--- src/rtl/booth_pkg.sv ---
// ---------------------------------------------------------------------------
// booth_pkg
// Shared definitions for the radix-4 Booth multiplier:
//   state_t        - control FSM states (IDLE, CALC, DONE)
//   sel_t          - recoded partial-product select (ZERO, PM, P2M, NM, N2M)
//   booth_iters()  - number of radix-4 iterations for a given operand width
// ---------------------------------------------------------------------------
package booth_pkg;

    typedef enum logic [1:0] {
        IDLE = 2'd0,
        CALC = 2'd1,
        DONE = 2'd2
    } state_t;

    typedef enum logic [2:0] {
        ZERO = 3'd0,
        PM   = 3'd1,
        P2M  = 3'd2,
        NM   = 3'd3,
        N2M  = 3'd4
    } sel_t;

    // Both operands are extended by two bits, so WIDTH+2 multiplier bits are
    // retired two at a time. The mode does not change the count.
    function automatic int booth_iters(input int width);
        return (width / 2) + 1;
    endfunction

endpackage

--- src/rtl/booth_r4_recoder.sv ---
// ---------------------------------------------------------------------------
// booth_r4_recoder
// Combinational radix-4 Booth recoder.
//   window : {Q[1], Q[0], Q[-1]} of the current multiplier position
//   sel    : partial-product select (0, +M, +2M, -M, -2M)
// ---------------------------------------------------------------------------
module booth_r4_recoder
    import booth_pkg::*;
(
    input  logic [2:0] window,
    output sel_t       sel
);

    // Map the overlapping 3-bit window to its signed digit in {-2..+2}
    always_comb begin
        sel = ZERO;
        case (window)
            3'b000:  sel = ZERO;
            3'b001:  sel = PM;
            3'b010:  sel = PM;
            3'b011:  sel = P2M;
            3'b100:  sel = N2M;
            3'b101:  sel = NM;
            3'b110:  sel = NM;
            3'b111:  sel = ZERO;
            default: sel = ZERO;
        endcase
    end

endmodule

--- src/rtl/booth_mul_r4.sv ---
// ---------------------------------------------------------------------------
// booth_mul_r4
// Sequential radix-4 (modified) Booth multiplier, two multiplier bits per
// cycle, signed or unsigned operands.
//   clk, rst      : clock (rising edge) and asynchronous active-high reset
//   start         : accept a new multiply (in IDLE or DONE)
//   signed_mode   : 1 = two's complement operands, 0 = unsigned
//   multiplicand  : operand M (WIDTH bits)
//   multiplier    : operand Q (WIDTH bits)
//   busy          : high while iterating
//   done          : one-cycle pulse, product valid from the same edge
//   product       : 2*WIDTH-bit result, held until the next result lands
// ---------------------------------------------------------------------------
module booth_mul_r4
    import booth_pkg::*;
#(
    parameter int WIDTH = 16
) (
    input  logic               clk,
    input  logic               rst,
    input  logic               start,
    input  logic               signed_mode,
    input  logic [WIDTH-1:0]   multiplicand,
    input  logic [WIDTH-1:0]   multiplier,
    output logic               busy,
    output logic               done,
    output logic [2*WIDTH-1:0] product
);

    localparam int XW    = WIDTH + 2;          // extended operand width
    localparam int AW    = WIDTH + 3;          // accumulator width, holds +/-2M
    localparam int N     = booth_iters(WIDTH);
    localparam int CW    = $clog2(N + 1);
    localparam logic [CW-1:0] CNT_LOAD = CW'(N);
    localparam logic [CW-1:0] CNT_ONE  = CW'(1);

    state_t          state_r;
    state_t          state_nx_s;
    logic [AW-1:0]   acc_r;
    logic [XW-1:0]   q_r;
    logic [XW-1:0]   m_r;
    logic            q_m1_r;
    logic [CW-1:0]   cnt_r;

    sel_t            sel_s;
    logic [XW-1:0]   m_ext_s;
    logic [XW-1:0]   q_ext_s;
    logic [AW-1:0]   m_aw_s;
    logic [AW-1:0]   addend_s;
    logic [AW-1:0]   sum_s;
    logic [AW-1:0]   acc_nx_s;
    logic [XW-1:0]   q_nx_s;
    logic            last_s;
    logic            accept_s;

    booth_r4_recoder u_recoder (
        .window ({q_r[1:0], q_m1_r}),
        .sel    (sel_s)
    );

    // Operand extension: two extra bits make the top recode window see the
    // true sign (signed) or a zero sign (unsigned) of the operand.
    always_comb begin
        m_ext_s = {XW{1'b0}};
        q_ext_s = {XW{1'b0}};
        if (signed_mode) begin
            m_ext_s = {{2{multiplicand[WIDTH-1]}}, multiplicand};
            q_ext_s = {{2{multiplier[WIDTH-1]}}, multiplier};
        end else begin
            m_ext_s = {2'b00, multiplicand};
            q_ext_s = {2'b00, multiplier};
        end
    end

    // Partial product selection and one Booth step (add, then shift by 2)
    always_comb begin
        m_aw_s   = {m_r[XW-1], m_r};
        addend_s = {AW{1'b0}};
        case (sel_s)
            ZERO:    addend_s = {AW{1'b0}};
            PM:      addend_s = m_aw_s;
            P2M:     addend_s = {m_r, 1'b0};
            NM:      addend_s = {AW{1'b0}} - m_aw_s;
            N2M:     addend_s = {AW{1'b0}} - {m_r, 1'b0};
            default: addend_s = {AW{1'b0}};
        endcase
        sum_s    = acc_r + addend_s;
        // Arithmetic shift of {sum, Q, Q-1} right by two places
        acc_nx_s = {{2{sum_s[AW-1]}}, sum_s[AW-1:2]};
        q_nx_s   = {sum_s[1:0], q_r[XW-1:2]};
    end

    assign last_s = (cnt_r == CNT_ONE);

    // Next-state logic; start is only honoured from IDLE or DONE
    always_comb begin
        state_nx_s = state_r;
        accept_s   = 1'b0;
        case (state_r)
            IDLE: begin
                if (start) begin
                    state_nx_s = CALC;
                    accept_s   = 1'b1;
                end else begin
                    state_nx_s = IDLE;
                end
            end
            CALC: begin
                if (last_s) begin
                    state_nx_s = DONE;
                end else begin
                    state_nx_s = CALC;
                end
            end
            DONE: begin
                if (start) begin
                    state_nx_s = CALC;
                    accept_s   = 1'b1;
                end else begin
                    state_nx_s = IDLE;
                end
            end
            default: begin
                state_nx_s = IDLE;
            end
        endcase
    end

    // State register
    always_ff @(posedge clk or posedge rst) begin
        if (rst) begin
            state_r <= IDLE;
        end else begin
            state_r <= state_nx_s;
        end
    end

    // Datapath registers: load on accept, one Booth step per CALC cycle
    always_ff @(posedge clk or posedge rst) begin
        if (rst) begin
            acc_r  <= {AW{1'b0}};
            q_r    <= {XW{1'b0}};
            m_r    <= {XW{1'b0}};
            q_m1_r <= 1'b0;
            cnt_r  <= {CW{1'b0}};
        end else if (accept_s) begin
            acc_r  <= {AW{1'b0}};
            q_r    <= q_ext_s;
            m_r    <= m_ext_s;
            q_m1_r <= 1'b0;
            cnt_r  <= CNT_LOAD;
        end else if (state_r == CALC) begin
            acc_r  <= acc_nx_s;
            q_r    <= q_nx_s;
            q_m1_r <= q_r[1];
            cnt_r  <= cnt_r - CNT_ONE;
        end else begin
            acc_r  <= acc_r;
            q_r    <= q_r;
            m_r    <= m_r;
            q_m1_r <= q_m1_r;
            cnt_r  <= cnt_r;
        end
    end

    // Registered outputs; product only changes on the edge entering DONE,
    // so it stays stable through a following back-to-back CALC phase.
    always_ff @(posedge clk or posedge rst) begin
        if (rst) begin
            busy    <= 1'b0;
            done    <= 1'b0;
            product <= {(2*WIDTH){1'b0}};
        end else begin
            busy <= (state_nx_s == CALC);
            done <= (state_nx_s == DONE);
            if ((state_r == CALC) && last_s) begin
                // After WIDTH+2 retired bits {acc, Q} holds the full product
                product <= {acc_nx_s[WIDTH-3:0], q_nx_s};
            end else begin
                product <= product;
            end
        end
    end

endmodule

--- config.mk ---
export PLATFORM = sky130hd
export DESIGN_NAME = booth_mul_r4
export DESIGN_NICKNAME = d
export VERILOG_FILES = /design/src/rtl/booth_pkg.sv /design/src/rtl/booth_r4_recoder.sv /design/src/rtl/booth_mul_r4.sv
export SDC_FILE = /design/constraint.sdc
export NUM_CORES = 1
export LEC_CHECK = 0
export BUFFER_PORTS_ARGS = -buffer_cell sky130_fd_sc_hd__buf_4
export CAP_MARGIN = 5
export CORE_UTILIZATION = 40
export CTS_BUF_LIST = sky130_fd_sc_hd__clkbuf_16
export DETAILED_ROUTE_END_ITERATION = 12
export PLACE_DENSITY = 0.65
export SETUP_SLACK_MARGIN = 0.1
export SYNTH_ARGS = -nofsm -noshare
export SYNTH_HDL_FRONTEND = slang
export SYNTH_SLANG_ARGS = --single-unit
--- constraint.sdc ---
create_clock -name clk -period 5.2 [get_ports clk]
set_input_delay 1.3 -clock clk [delete_from_list [all_inputs] [get_ports clk]]
set_output_delay 1.3 -clock clk [all_outputs]
set_load 0.05 [all_outputs]
==> impl_results.md <==
* Post-DP HPWL at 9310 um
* Outcome: complete, no violations
* Drt pass-1 iters at 4
* Post-route ant nets at 0
* Mean Syn Cell Area at 8.65 um2
* Final cycle utilization of the critical path at 0.780
* Data arrival, critical path at 4.33 ns
* Startpoint types: flip-flop
* CTS Sinks at 93
* Clock Tree Buf Depth at 2
* Antenna violations before repair at 0
* Post-CTS Resized at 0
* Number of global-route vias before repair at 4,568
* Number of fill cells at 1,262
* Area delta synth->final at 17.0%
* Fin. max-slew vios at 0
* First-pass GRT wire length at 22,700 um
* Uppermost layer routed: met4
* Max Cap Viol at 0
* 1st-iter DRT viols at 296
* Commonest register cell after synthesis: dfrtp_1
* TritonCTS clock tree: built
* Share of cells above drive strength 1 at 0.174
* Slew headroom at 0.275
* Die H at 118 um
* Critical Path Sink Type: flip-flop
* Met2 WL at 6370 um
* Largest net degree at the start of global routing at 63
* Total length of routed met3 wires at 632 um
* WL/cell at 15.9 um
* Cell area after synthesis at 0.00534 mm2
* EDFF count, synth at 0
* Setup CP Type: reg2reg
* DRC violations left at 0
* Hold buffer count at cts at 0
* Post-Route WL at 13,400 um
* Initial Util at 0.416
* ANT cells at 0
* CTS Buf Count at 9
* Clock-pin slew on the worst setup and hold paths at 0.07 ns
* Skew-Pair Late Insertion Delay at 0.35 ns
* Row count at 41
* Yosys warning total at 0
* Die Wd at 118 um
* RSZ-0062 raised after global routing: no
* Drt via density at 5.44
* Setup bufs post-CTS at 0
* Post-synthesis sequential area ratio at 0.436
* Critical Path RT at 5.48 ns
* Share of flip-flops with an asynchronous set or reset at 1.00
* DIE AREA at 0.0138 mm2
* # setup viols final at 0
* HP Class: reg2reg
* Gpl congestion at 0.889
* CTS root buf: clkbuf_16
* Port Buf Inserts at 69
* Hold Vio Cnt, Final at 0
* DRT met1 WL at 6260 um
* Global Route Usage Sum at 0.207
* Fmax at 247 MHz
* Net Count, Synth at 677
* Worst-Margin Slew at 1.09 ns
* Clock H-tree levels at 3
* Nets at 727
* Final setup TNS at 0 ns
* Routed via count at 4,589
* Worst-path fanout max at 9
* Clock Skew at 0.00819 ns
* I/O Pins at 70
* #FFs+latches synth at 93
* Synth unique cells at 60
* Grt ovf at 0
* Shortest period the worst path allows at 4.06 ns
* Mapped Cells at 617
* Core ar. at 0.0128 mm2
==> per-stage QoR <==
stage | hold WS, ns | cells | cell area [um2] | util | worst slack, ns
floorplan | 0.455 | 617 | 5340 | - | 1.48
global placement | 0.461 | 828 | 5950 | 0.464 | 1.24
CTS | 0.480 | 843 | 6240 | 0.487 | 1.20
global route | 0.504 | 843 | 6240 | 0.487 | 0.691
finish | 0.472 | 843 | 6240 | 0.487 | 1.14
detailed placement | 0.463 | 828 | 5950 | 0.464 | 1.22
==> Yosys cell counts, types with 8 or more instances <==
cell type  count  share of area
nand2_1      177           0.12
xnor2_1       14          0.023
ha_1          23          0.054
a22o_1        16          0.026
a21o_1        10          0.014
a22oi_1       18          0.025
o21ai_0       32          0.030
inv_1         21          0.015
nor3_1        22          0.021
nor2_1        25          0.018
dfrtp_1       93           0.44
clkbuf_1      27          0.019
nand3_1        8         0.0075
a21oi_1       26          0.024
==> logic make-up after synthesis <==
group,count (synthesis),share of synthesized area
simple gates,271,0.223
buf+inv,57,0.0466
mux,8,0.0166
compound gates,143,0.185
flops,93,0.436
fa+ha+maj,24,0.0577
xor+xnor,21,0.0345
==> cell type report <==
type | count | area [um2] | share of cell area
Multi-Input combinational cell | 467 | 2770 | 0.443
Sequential cell | 93 | 2330 | 0.373
Timing Repair Buffer | 75 | 563 | 0.0902
Clock buffer | 9 | 225 | 0.0361
Tap cell | 172 | 215 | 0.0345
Inverter | 21 | 80.1 | 0.0128
Clock inverter | 6 | 63.8 | 0.0102
==> per-layer routing <==
metal | vias to the layer above | track usage
met3 | 12 | 0.0552
met5 | - | 0
met4 | 0 | 0.0641
met1 | 2231 | 0.275
li1 | 2245 | -
met2 | 101 | 0.330
==> worst max-delay path: stages, from the launching register on <==
cell and delay [ns]:
dfrtp_1 0.40, inv_1 0.12, ha_1 0.26, nor4b_1 0.48, nand3_1 0.37, or3_2 0.52
a221oi_1 0.28, a41oi_1 0.10, ha_1 0.31, inv_1 0.09, nor3_1 0.27, o2111ai_1 0.18
and3_2 0.23, or2_1 0.22, o211ai_2 0.16
==> state kept, by name, summed over array words and instances (netlist names) <==
register / flops
acc_r: 17
m_r: 17
product: 32
cnt_r: 4
q_m1_r: 1
done: 1
state_r: 2
busy: 1
q_r: 18
==> cells in the final DEF, fill, tap and decap left out, drive strengths merged, types with 18 or more instances in the layout <==
master / instances
nor3: 22
a22oi: 18
inv: 23
nand2: 177
ha: 23
buf: 75
dfrtp: 93
nor2: 25
o21ai: 32
a21oi: 26
==> final timing paths <==
path	start	slack, ns	cells past startpoint	to
max	m_r[0]	1.14	14	acc_r[17]
min	product[22]	0.47	2	product[22]
max reg2reg	m_r[0]	1.14	14	acc_r[17]
min reg2reg	product[22]	0.47	2	product[22]
max in group asynchronous	rst	3.03	3	product[21]
min in group asynchronous	rst	1.18	2	product[8]
Power is left out: the tool's default activity adds up to more than one toggle a clock period on the data nets, which glitch-free logic cannot reach.
